==> src/rtl/uart_cfg_pkg.sv <==
// Shared constants, FSM encoding and command legality check for the UART
// configuration register-file arbiter.
package uart_cfg_pkg;

   localparam logic [3:0] ADDR_DEFAULTS = 4'b0000;
   localparam logic [3:0] ADDR_PARITY   = 4'b1001;
   localparam logic [3:0] ADDR_PTYPE    = 4'b1010;
   localparam logic [3:0] ADDR_STOP     = 4'b1011;
   localparam logic [3:0] ADDR_FLEN     = 4'b1100;

   // The register file cannot tell a write of F from a read, so F is reserved.
   localparam logic [3:0] RD_CODE = 4'hF;

   typedef enum logic [1:0] {
      ST_IDLE  = 2'd0,
      ST_ISSUE = 2'd1,
      ST_WAIT  = 2'd2,
      ST_RESP  = 2'd3
   } state_t;

   function automatic logic cmd_legal(input logic       rd,
                                      input logic [3:0] addr,
                                      input logic [3:0] wdata);
      logic ok;
      case (addr)
         ADDR_DEFAULTS: ok = !rd && (wdata != RD_CODE);
         ADDR_PARITY, ADDR_PTYPE, ADDR_STOP, ADDR_FLEN:
                        ok = rd || (wdata != RD_CODE);
         default:       ok = 1'b0;
      endcase
      return ok;
   endfunction

endpackage

==> src/rtl/uart_rr_arb2.sv <==
// Two-request round-robin picker. The pick is combinational; the last-grant
// pointer only moves when the sequencer accepts the pick.
module uart_rr_arb2 (
   input  logic       clk_16bd,
   input  logic       rst,
   input  logic [1:0] req,
   input  logic       accept,
   output logic [1:0] pick
);

   logic last_q;
   logic last_d;

   always_comb begin
      pick = 2'b00;
      case (req)
         2'b01:   pick = 2'b01;
         2'b10:   pick = 2'b10;
         2'b11:   pick = last_q ? 2'b01 : 2'b10;
         default: pick = 2'b00;
      endcase
      last_d = last_q;
      if (accept)
         last_d = pick[1];
   end

   // Pointer resets to port 1 so port 0 wins the first contested grant.
   always_ff @(posedge clk_16bd or posedge rst) begin
      if (rst)
         last_q <= 1'b1;
      else
         last_q <= last_d;
   end

endmodule

==> src/rtl/uart_cfg_arbiter.sv <==
// Arbitrates two requesters onto the UART config register file and sequences
// one valid/ack transaction at a time, returning read data or an error.
module uart_cfg_arbiter
   import uart_cfg_pkg::*;
#(
   parameter int unsigned TIMEOUT = 8
) (
   input  logic       clk_16bd,
   input  logic       rst,
   input  logic       req0,
   input  logic       req1,
   input  logic       rd0,
   input  logic       rd1,
   input  logic [3:0] addr0,
   input  logic [3:0] addr1,
   input  logic [3:0] wdata0,
   input  logic [3:0] wdata1,
   output logic       gnt0,
   output logic       gnt1,
   output logic       done0,
   output logic       done1,
   output logic [3:0] rdata,
   output logic       err,
   output logic       busy,
   output logic       rf_valid,
   output logic [3:0] rf_address,
   output logic [3:0] rf_data,
   input  logic       rf_ack,
   input  logic       rf_data_out_valid,
   input  logic [3:0] rf_data_out
);

   localparam logic [3:0] CNT_LAST = 4'(TIMEOUT - 1);

   state_t     state_q, state_d;
   logic       rd_q, rd_d;
   logic [3:0] cnt_q, cnt_d;
   logic       gnt0_q, gnt0_d, gnt1_q, gnt1_d;
   logic       done0_q, done0_d, done1_q, done1_d;
   logic [3:0] rdata_q, rdata_d;
   logic       err_q, err_d;
   logic       busy_q, busy_d;
   logic       rf_valid_q, rf_valid_d;
   logic [3:0] rf_address_q, rf_address_d;
   logic [3:0] rf_data_q, rf_data_d;

   logic [1:0] pick;
   logic       accept;
   logic       win;
   logic       cmd_rd;
   logic [3:0] cmd_addr;
   logic [3:0] cmd_wdata;

   assign accept    = (state_q == ST_IDLE) && (|pick);
   assign win       = pick[1];
   assign cmd_rd    = win ? rd1    : rd0;
   assign cmd_addr  = win ? addr1  : addr0;
   assign cmd_wdata = win ? wdata1 : wdata0;

   uart_rr_arb2 u_arb (
      .clk_16bd (clk_16bd),
      .rst      (rst),
      .req      ({req1, req0}),
      .accept   (accept),
      .pick     (pick)
   );

   always_comb begin
      state_d      = state_q;
      rd_d         = rd_q;
      cnt_d        = cnt_q;
      gnt0_d       = gnt0_q;
      gnt1_d       = gnt1_q;
      done0_d      = 1'b0;
      done1_d      = 1'b0;
      rdata_d      = rdata_q;
      err_d        = err_q;
      rf_valid_d   = 1'b0;
      rf_address_d = rf_address_q;
      rf_data_d    = rf_data_q;

      case (state_q)
         ST_IDLE: begin
            if (accept) begin
               rd_d   = cmd_rd;
               gnt0_d = !win;
               gnt1_d = win;
               if (cmd_legal(cmd_rd, cmd_addr, cmd_wdata)) begin
                  state_d      = ST_ISSUE;
                  rf_valid_d   = 1'b1;
                  rf_address_d = cmd_addr;
                  rf_data_d    = cmd_rd ? RD_CODE : cmd_wdata;
               end else begin
                  // Illegal commands never reach the register file.
                  state_d = ST_RESP;
                  err_d   = 1'b1;
                  rdata_d = 4'h0;
                  done0_d = !win;
                  done1_d = win;
               end
            end
         end
         ST_ISSUE: begin
            state_d = ST_WAIT;
            cnt_d   = 4'h0;
         end
         ST_WAIT: begin
            if (rf_ack) begin
               state_d = ST_RESP;
               rdata_d = (rd_q && rf_data_out_valid) ? rf_data_out : 4'h0;
               err_d   = 1'b0;
               done0_d = gnt0_q;
               done1_d = gnt1_q;
            end else if (cnt_q == CNT_LAST) begin
               state_d = ST_RESP;
               rdata_d = 4'h0;
               err_d   = 1'b1;
               done0_d = gnt0_q;
               done1_d = gnt1_q;
            end else begin
               cnt_d = cnt_q + 4'd1;
            end
         end
         ST_RESP: begin
            state_d = ST_IDLE;
            gnt0_d  = 1'b0;
            gnt1_d  = 1'b0;
         end
         default: state_d = ST_IDLE;
      endcase

      busy_d = (state_d != ST_IDLE);
   end

   always_ff @(posedge clk_16bd or posedge rst) begin
      if (rst) begin
         state_q      <= ST_IDLE;
         rd_q         <= 1'b0;
         cnt_q        <= 4'h0;
         gnt0_q       <= 1'b0;
         gnt1_q       <= 1'b0;
         done0_q      <= 1'b0;
         done1_q      <= 1'b0;
         rdata_q      <= 4'h0;
         err_q        <= 1'b0;
         busy_q       <= 1'b0;
         rf_valid_q   <= 1'b0;
         rf_address_q <= 4'h0;
         rf_data_q    <= 4'h0;
      end else begin
         state_q      <= state_d;
         rd_q         <= rd_d;
         cnt_q        <= cnt_d;
         gnt0_q       <= gnt0_d;
         gnt1_q       <= gnt1_d;
         done0_q      <= done0_d;
         done1_q      <= done1_d;
         rdata_q      <= rdata_d;
         err_q        <= err_d;
         busy_q       <= busy_d;
         rf_valid_q   <= rf_valid_d;
         rf_address_q <= rf_address_d;
         rf_data_q    <= rf_data_d;
      end
   end

   assign gnt0       = gnt0_q;
   assign gnt1       = gnt1_q;
   assign done0      = done0_q;
   assign done1      = done1_q;
   assign rdata      = rdata_q;
   assign err        = err_q;
   assign busy       = busy_q;
   assign rf_valid   = rf_valid_q;
   assign rf_address = rf_address_q;
   assign rf_data    = rf_data_q;

endmodule
==> config.mk <==
export PLATFORM = sky130hd
export DESIGN_NAME = uart_cfg_arbiter
export DESIGN_NICKNAME = d
export VERILOG_FILES = /design/src/rtl/uart_cfg_pkg.sv /design/src/rtl/uart_rr_arb2.sv /design/src/rtl/uart_cfg_arbiter.sv
export SDC_FILE = /design/constraint.sdc
export NUM_CORES = 1
export LEC_CHECK = 0
export CAP_MARGIN = 10
export CORE_ASPECT_RATIO = 0.6
export CORE_MARGIN = 10
export CORE_UTILIZATION = 46
export DETAILED_ROUTE_END_ITERATION = 8
export HOLD_SLACK_MARGIN = 0.05
export PLACE_DENSITY = 0.82
export SLEW_MARGIN = 5
export SYNTH_ARGS = -nofsm -noshare
export SYNTH_HDL_FRONTEND = slang
export SYNTH_HIERARCHICAL = 1
export SYNTH_SLANG_ARGS = --single-unit
==> constraint.sdc <==
create_clock -name clk_16bd -period 2.84 [get_ports clk_16bd]
set_input_delay 0.284 -clock clk_16bd [delete_from_list [all_inputs] [get_ports clk_16bd]]
set_output_delay 0.284 -clock clk_16bd [all_outputs]
set_load 0.01 [all_outputs]
; ---- Word level (Yosys, flattened, before mapping)
; Cells that the tools add are included.
[classes]
mux = 45
n_eq_ne = 17
addsub = 1
reduce_logical = 19
[op_table]
columns = op, count
row1 = 4-bit 2-to-1 mux, 10
row2 = 1-bit 2-to-1 mux, 20
row3 = 4-bit == test (second input constant), 4
row4 = 4-bit one-hot mux with 2 select lines, 2
row5 = 1-bit one-hot mux with 2 select lines, 6
row6 = 2-bit 2-to-1 mux, 5
row7 = 2-bit == test (second input constant), 4
row8 = 2-bit inequality test (second input constant), 4
row9 = 2-bit one-hot mux with 4 select lines, 1
row10 = 2-bit nonzero test, 4
row11 = 2-bit one-hot mux with 3 select lines, 1
row12 = 3-bit AND reduction, 2
row13 = 4-bit by 1-bit adder with 4-bit output (second input constant), 1
row14 = 2-bit by 1-bit == test with 1-bit output (second input constant), 2
row15 = 4-bit by 3-bit == test with 1-bit output (second input constant), 1
row16 = 4-bit zero test, 1
row17 = 4-bit inequality test (second input constant), 1
row18 = 2-bit AND reduction, 2
row19 = 4-bit AND reduction, 1
row20 = 4-bit OR reduction, 1
row21 = 1-bit logical AND, 3
row22 = 3-bit inequality test (second input constant), 1
row23 = 1-bit zero test, 2
row24 = 2-bit zero test, 1
row25 = 2 further kinds, 2
[totals]
ff_bits = 27
inputBits = 28

; ---- Logic depth before layout (Yosys ltp)
; Gate-level depths: netlist (run 1).
[logic_depth]
ltp_word = 12
mapped_depth = 8
depth_no_buf = 7

; ---- By module
; Netlist (run 1), hierarchy kept.
[by_module_without_submodules]
columns = mod, area_each_um2, cells_per_inst, n_inst
row1 = uart_cfg_arbiter, 1465.2, 139, 1
row2 = uart_rr_arb2, 67.6, 6, 1

; ---- Worst setup path after synthesis (run 1)
; No wires, ideal clock.
[synth_path]
path_kind = reg2reg
start = reg u_arb.last_q
end = reg err_q (netlist: err)
path_slack_ns = 0.597
path_stages_with_launch = 9
required_time_ns = 2.715
arrival_ns = 2.118
path_buffers = 1
synth_period_minus_slack_ns = 2.243
cell_sequence = dfstp_2 a21boi_2 buf_6 nand2b_4 or2_4 a21boi_4 o22ai_4 a221oi_4 mux2_4
[synth_via]
elab_chain_len = 10
elab_cells_between_ends = 23
[synth_lines]
columns = element, line
row1 = start: declaration, uart_rr_arb2.sv:11  ; logic last_q;
row2 = start signal: assignment, uart_rr_arb2.sv:32  ; last_q <= last_d;
row3 = 2-bit 2-to-1 mux (*), uart_rr_arb2.sv:19  ; 2'b11: pick = last_q ? 2'b01 : 2'b10;
row4 = 2-bit one-hot mux with 3 select lines (*), uart_rr_arb2.sv:16  ; case (req)
row5 = net pick[1], uart_cfg_arbiter.sv:47  ; logic [1:0] pick;
row6 = "4-bit 2-to-1 mux, or another cell as far along", uart_cfg_arbiter.sv:57  ; assign cmd_addr = win ? addr1 : addr0;
row7 = "4-bit == test, or another cell as far along", uart_cfg_pkg.sv:25  ; case (addr)
row8 = "4-bit OR reduction, or another cell as far along", uart_cfg_pkg.sv:25
row9 = 1-bit one-hot mux with 2 select lines, uart_cfg_pkg.sv:25
row10 = 1-bit 2-to-1 mux, uart_cfg_arbiter.sv:84  ; if (accept) begin
row11 = 1-bit 2-to-1 mux, uart_cfg_arbiter.sv:82  ; case (state_q)
row12 = 2-bit inequality test (no source line), --
row13 = 4-bit AND reduction (no source line) (*), --
row14 = end signal: assignment, uart_cfg_arbiter.sv:159  ; err_q <= err_d;
row15 = end: declaration, uart_cfg_arbiter.sv:41  ; logic err_q, err_d;
; Mark *: on every way through the listed nets, which the timed path passes. The rest lies on a longest branch. The select of a mux whose other input is x is not followed.
; A chain may end at the register's enable or synchronous reset.

; ---- Worst setup path after layout (run 1)
[layout_path]
start = reg u_arb.last_q
end = reg rf_address_q[1] (netlist: rf_address[1])
[layout_via]
elab_cells_between_ends = 21
[layout_lines]
columns = element, line
row1 = 2-bit 2-to-1 mux, uart_rr_arb2.sv:19
row2 = 2-bit one-hot mux with 3 select lines, uart_rr_arb2.sv:16
row3 = net pick[1], uart_cfg_arbiter.sv:47
row4 = 2-bit OR reduction, uart_cfg_arbiter.sv:54  ; assign accept = (state_q == ST_IDLE) && (|pick);
row5 = 1-bit logical AND, uart_cfg_arbiter.sv:54
row6 = net accept, uart_cfg_arbiter.sv:48  ; logic accept;
row7 = 3-bit AND reduction (no source line), --
row8 = end signal: assignment, uart_cfg_arbiter.sv:162  ; rf_address_q <= rf_address_d;
row9 = end: declaration, uart_cfg_arbiter.sv:44  ; logic [3:0] rf_address_q, rf_address_d;
; The timed path passes the listed nets, and every way through them passes these cells. The select of a mux whose other input is x is not followed.

==> results of run 1 <==
cells by family (layout without fill, tap and decap cells):
kind of cell | after synthesis | after routing | synth area share (%)
AOI/OAI and AO/OA | 27 | 27 | 15.2
adders and majority gates | 5 | 5 | 4.08
xor gates and xnor gates | 4 | 4 | 2.29
DFF | 27 | 27 | 44.2
and+or+nand+nor | 44 | 44 | 14.1
muxes | 21 | 21 | 15.5
buffers and inverters | 17 | 66 | 4.65
worst max-delay path by stage:
stage                                        start                   endpoint  slack (ns)  cells after the start
after floorplan           u_arb/last_q$_DFFE_PP1P_            err$_DFFE_PP0P_        0.60                      8
final                     u_arb/last_q$_DFFE_PP1P_  rf_address[1]$_DFFE_PP0P_        0.43                      6
after detailed placement                      req1  rf_address[1]$_DFFE_PP0P_        0.20                      9
after CTS                 u_arb/last_q$_DFFE_PP1P_  rf_address[1]$_DFFE_PP0P_        0.46                      8
after global placement                        req1       rdata[0]$_DFFE_PP0P_        0.29                     10
after global routing      u_arb/last_q$_DFFE_PP1P_  rf_address[1]$_DFFE_PP0P_        0.31                      6
Yosys cell counts, drive strengths merged:
| master | n |
|---|---|
| dfstp | 1 |
| o22ai | 1 |
| a32o | 1 |
| o2bb2ai | 1 |
| nor3 | 1 |
| dfrtp | 26 |
| a221oi | 1 |
| a21o | 1 |
| inv | 12 |
| a21boi | 3 |
| and2 | 1 |
| mux2i | 8 |
| nor4bb | 1 |
| a22o | 3 |
| o21ai | 9 |
| clkbuf | 4 |
| nor2 | 9 |
| buf | 1 |
| nand2 | 18 |
| o31ai | 2 |
| mux2 | 13 |
| a31o | 1 |
| and3 | 1 |
| a21oi | 2 |
| nor4 | 1 |
| xnor2 | 4 |
| or2 | 5 |
| nand4 | 1 |
| ha | 5 |
| nand2b | 2 |
| nand3 | 3 |
| a32oi | 1 |
| nor2b | 1 |
| o221ai | 1 |
per-stage QoR:
step	instances	utilization, %	area, sq um	total power, W	hold slack (ns)
2_1_floorplan	145	-	1530	0.00118	0.174
3_3_place_gp	235	63.7	2050	0.00153	0.474
3_5_place_dp	235	63.7	2050	0.00156	0.476
4_1_cts	239	65.2	2100	0.00180	0.308
5_1_grt	239	65.2	2100	0.00191	0.319
6_report	239	65.2	2100	0.00179	0.310
state kept, by name, indices dropped and copies added, names as in the netlist, 2 cells and up:
signal,count
cnt_q,4
rdata,4
rf_address,4
rf_data,4
state_q,2
layout make-up:
class,count,area [sq um],share of cell area (%)
clock buffer,3,41.3,1.96
sequential,27,677,32.2
inverter,12,45.0,2.14
multi-input combinational,101,785,37.3
tap,45,56.3,2.68
timing repair buffer,50,490,23.3
clock inverter,1,7.51,0.357
power groups by stage:
| stage | combinational [W] | clock (W) | sequential, W |
|---|---|---|---|
| global placement | 0.000888 | 0 | 0.000643 |
| CTS | 0.000922 | 0.000233 | 0.000646 |
| finish | 0.000918 | 0.000227 | 0.000643 |
| floorplan | 0.000500 | 0 | 0.000678 |
| detailed placement | 0.000910 | 0 | 0.000652 |
| global route | 0.000993 | 0.000255 | 0.000665 |
routing by layer:
metal,vias up,part of all wire [%],global-route usage (%)
met5,-,0,0
met4,0,2.2,5.95
met3,9,6.0,4.14
met2,39,48,21.6
met1,627,44,15.5
li1,602,-,-
==> summary.md, run 1 <==
| Metric | Value |
|---|---|
| I/O pin count | 47 |
| Die Wd | 94.5 microns |
| Syn Inst Count | 145 |
| Hold Path Class | primary input to asynchronous set/reset pin |
| P_int | 0.00113 W |
| Synthesis-to-finish area growth | 37.1% |
| Via count | 1277 |
| Sink Count | 27 |
| Site Rows | 16 |
| Critical Path, Cell by Cell | a21boi_2 > buf_4 > o21ai_0 > inv_1 > nand2_1 > mux2_2 |
| Sum of buffers and inverters on the critical path | 2 |
| First drt pass iteration count | 4 |
| Synth Register Bits | 27 |
| Initial Utilization | 47.6% |
| P per Cell Area | 851 nW/um^2 |
| Element type at the critical path end | flip-flop |
| Reg-to-reg critical path endpoint | rf_address[1]$_DFFE_PP0P_ |
| Die area | 6120 sq um |
| Final period utilization | 84.9% |
| Cell family with most CP delay | compound AO/OA/AOI/OAI gates |
| Mean Syn Cell Area | 10.6 sq um |
| Most frequent cells in the layout | clkdlybuf4s50_1 (46), dfrtp_1 (26), nand2_1 (18), inv_1 (12), mux2_2 (11) |
| Worst-Margin Slew | 0.974 ns |
| RePlAce Congestion | 0.852 |
| Fin. Hold Viols | 0 |
| Slew Limit Headroom | 35.0% |
| Clk_lat worst skew | 0.28 ns |
| Overall global routing resource usage | 13.2% |
| Yosys warns | 6 |
| TritonCTS clock tree | done |
| RSZ-0062 raised after global routing | false |
| Worst-path clk slew | 0.09 ns |
| Hold buffer count at cts | 0 |
| Clk pwr share | 12.7% |
| Critical R2R Launch | u_arb/last_q$_DFFE_PP1P_ |
| Data required time of the worst path | 3.01 ns |
| Resized cells post-CTS | 0 |
| Period minus WS final | 2.41 ns |
| Status | finished, final reports clean |
| Internal reg-to-reg setup slack | 0.43 ns |
| Gate power share | 51.4% |
| Root buffer cell | clkbuf_8 |
| Post-DP HPWL | 3160 microns |
| Ranking of synthesized cells by area | dfrtp_1 (42%), mux2_2 (8.1%), mux2i_1 (4.6%) |
| Iter 0 DRT Violations | 134 |
| Wire length per cell | 16.9 microns |
| Post-Route WL | 4050 microns |
| Fillers | 263 |
| FMAX | 415 MHz |
| Setup Viol. Count Final | 0 |
| Worst EP arrival | 2.58 ns |
| Detailed-route DRC error count | 0 |
| IO Port Bufs | 46 |
| Critical path class | flip-flop to flip-flop |
| # H-tree levels | 1 |
| Max-cap violation count | 0 |
| Netlist cell types | 41 |
| Clock Skew | 0.00340 ns |
| Register area share after synthesis | 44.2% |
| Final count of pins violating max slew | 0 |
| CP peak stage delay | 0.56 ns |
| Slowest CP cell | dfstp_2 |
| Via density per instance | 5.34 |
| Setup TNS | 0 ns |
| Layout cell share with drive strength beyond 1 | 17.0% |
| Placeable Area | 3220 sq um |
| Commonest non-fill, non-tap cell in the layout | clkdlybuf4s50_1 |
| # diodes | 0 |
| Synth area leader | dfrtp_1 |
| Setup ws final | 0.430 ns |
| Worst setup SP type | flip-flop |
| Vias in the first global route | 1317 |
| Worst reg-to-reg path cell count | 6 |
| Post-synth net total | 178 |
| Total gr overflow | 0 |
| Sw Share | 36.6% |
| Maximum vdd drop | 0.000438 V |
| Setup Buffers After CTS | 0 |
| P_leak | 0.902 nW |
| Antenna Violating Nets Remaining | 0 |
| CTS Buf Count | 3 |
| Initial antenna violation count | 0 |
| Setup WS pre-CTS | 0.204 ns |
| CTS Buffer Depth | 2 |
| Largest net degree at the start of global routing | 27 |
| Global-route wire length before repair | 6510 microns |
| Mapped Area | 1530 sq um |
| Die height | 64.7 microns |
| CP max FO | 11 |
| Nets | 228 |
| Sequential Power Share | 36.0% |
| Psw | 0.000655 W |
| Top-area cell type share of the netlist area | 42.4% |
Power figures use the tool's default switching activity.
==> inputs of run 2 (changes only) <==
- clock period: 2.84 -> 2.4 ns (I/O delays scaled with it)
==> run 2 against run 1 <==
Total power increased by 19%. Flip-flop and latch count is the same. Sequential share of layout area shrank 0.82 points. Clock power grew 13%. Global-route usage decreased by 0.85 points. Setup slack got worse by 0.29 ns. Register-to-register slack got worse by 0.29 ns. Die area is the same. Critical path type unchanged. Largest cell class unchanged. Highest routed layer unchanged.
==> summary.md, run 2 (synthesis results as in run 1) <==
| Metric | Value |
|---|---|
| Die area | 6120 sq um |
| RePlAce Congestion | 0.832 |
| Placed inst area | 2110 sq um |
| Initial antenna violation count | 0 |
| Vias in the first global route | 1229 |
| Sequential Power Share | 36.1% |
| P_leak | 0.941 nW |
| Sw Share | 35.7% |
| Global-route wire length before repair | 6130 microns |
| Setup ws final | 0.136 ns |
| IO Port Bufs | 46 |
| Fillers | 245 |
| Post-DP HPWL | 3120 microns |
| # diodes | 0 |
| Cell family with most CP delay | compound AO/OA/AOI/OAI gates |
| Layout cell share with drive strength beyond 1 | 19.5% |
| Worst-path clk slew | 0.09 ns |
| Root buffer cell | clkbuf_8 |
| Commonest non-fill, non-tap cell in the layout | clkdlybuf4s50_1 |
| Setup Buffers After CTS | 0 |
| Most frequent cells in the layout | clkdlybuf4s50_1 (46), dfrtp_1 (26), nand2_1 (18), inv_1 (12), mux2_2 (11) |
| Fin. Hold Viols | 0 |
| Critical path class | flip-flop to flip-flop |
| Critical Path, Cell by Cell | a21boi_2 > buf_4 > nand2b_4 > or2_4 > a21boi_4 > o22ai_4 > a221oi_4 > buf_4 > mux2i_1 |
| P_int | 0.00136 W |
| Die Wd | 94.5 microns |
| Antenna Violating Nets Remaining | 0 |
| Detailed-route DRC error count | 0 |
| Element type at the critical path end | flip-flop |
| Internal reg-to-reg setup slack | 0.14 ns |
| Placeable Area | 3220 sq um |
| Setup Viol. Count Final | 0 |
| Via density per instance | 5.00 |
| Resized cells post-CTS | 0 |
| Clock Skew | 0.00279 ns |
| Slowest CP cell | dfstp_2 |
| CTS Buf Count | 3 |
| Worst setup SP type | flip-flop |
| Site Rows | 16 |
| Max-cap violation count | 0 |
| Setup WS pre-CTS | -0.0844 ns |
| CP max FO | 8 |
| TritonCTS clock tree | done |
| P per Cell Area | 983 nW/um^2 |
| RSZ-0062 raised after global routing | false |
| Most frequent cell on the critical path | buf_4 |
| Psw | 0.000757 W |
| Wire length per cell | 15.3 microns |
| I/O pin count | 47 |
| Worst EP arrival | 2.46 ns |
| Die height | 64.7 microns |
| Finished Core Util | 66.9% |
| Period minus WS final | 2.26 ns |
| Data required time of the worst path | 2.60 ns |
| Status | finished, final reports clean |
| Initial Utilization | 47.6% |
| Gate power share | 51.9% |
| Post-Route WL | 3750 microns |
| Sum of buffers and inverters on the critical path | 2 |
| Via count | 1226 |
| Worst-Margin Slew | 0.417 ns |
| Overall global routing resource usage | 12.3% |
| Final period utilization | 94.3% |
| Hold buffer count at cts | 0 |
| Sink Count | 27 |
| Clk_lat worst skew | 0.27 ns |
| Nets | 234 |
| Slew Limit Headroom | 72.2% |
| CTS Buffer Depth | 2 |
| # H-tree levels | 1 |
| Final Cell Area | 2160 sq um |
| Non-filler instance count after layout | 245 |
| Hold Path Class | primary input to asynchronous set/reset pin |
| Synthesis-to-finish area growth | 40.7% |
| Placed Instances | 241 |
| Final count of pins violating max slew | 0 |
| First drt pass iteration count | 8 |
| Storage cell area | 677 sq um |
| Largest net degree at the start of global routing | 27 |
| Area occupied by multi-input gates | 785 sq um |
| FMAX | 442 MHz |
| WHS | 0.293 ns |
| Maximum vdd drop | 0.000606 V |
| Clk pwr share | 12.1% |
| CP peak stage delay | 0.56 ns |
| Total gr overflow | 0 |
| Iter 0 DRT Violations | 76 |
[run 2: cell count changes in the layout (fill, tap and decap cells not counted)]
| cell | before | now |
|---|---|---|
| clkinvlp_4 | 1 | 0 |
| buf_4 | 4 | 9 |
| buf_12 | 0 | 1 |
| clkinv_2 | 0 | 1 |
[run 2: layout make-up]
class,instances,share of cell area (%)
sequential,27,31.4
inverter,12,2.09
multi-input combinational,101,36.4
tap,45,2.61
timing repair buffer,56,25.4
clock inverter,1,0.232
clock buffer,3,1.91
[run 2: final timing paths]
kind / start / to / depth (start not counted)
worst max-delay path: u_arb/last_q$_DFFE_PP1P_ / rdata[3]$_DFFE_PP0P_ / 9
worst max register to register: u_arb/last_q$_DFFE_PP1P_ / rdata[3]$_DFFE_PP0P_ / 9
max in group asynchronous: rst / rf_data[0]$_DFFE_PP0P_ / 3
worst min register to register: cnt_q[3]$_DFFE_PP0P_ / cnt_q[3]$_DFFE_PP0P_ / 1
min in group clk_16bd: cnt_q[3]$_DFFE_PP0P_ / cnt_q[3]$_DFFE_PP0P_ / 1
worst min-delay path: rst / u_arb/last_q$_DFFE_PP1P_ / 2
[run 2: through the flow]
step                      total power (W)  setup TNS [ns]
after floorplan                   0.00139               0
after global placement            0.00182               0
after detailed placement          0.00188          -0.345
after CTS                         0.00214               0
after global routing              0.00228               0
final                             0.00212               0
[run 2: worst reg2reg max path: cells and delay by family (launching register included)]
family | cells | cell delay (ns)
buffers and inverters | 2 | 0.36
DFF | 1 | 0.56
AOI/OAI and AO/OA | 4 | 0.68
muxes | 1 | 0.20
and+or+nand+nor | 2 | 0.40
[run 2: power by group through the flow]
| stage | registers, W | logic, W | clock network [W] |
|---|---|---|---|
| finish | 0.000765 | 0.00110 | 0.000256 |
| detailed placement | 0.000774 | 0.00110 | 0 |
| CTS | 0.000765 | 0.00111 | 0.000260 |
| floorplan | 0.000802 | 0.000591 | 0 |
| global route | 0.000789 | 0.00120 | 0.000283 |
| global placement | 0.000756 | 0.00107 | 0 |
[run 2: layer usage]
metal  track usage [%]  up-vias  routed length [microns]
met5                 0        -                        0
met4              2.79        0                       29
met3              3.45        2                      194
met2              19.9       23                     1750
met1              16.0      584                     1770
li1                  -      617                        -
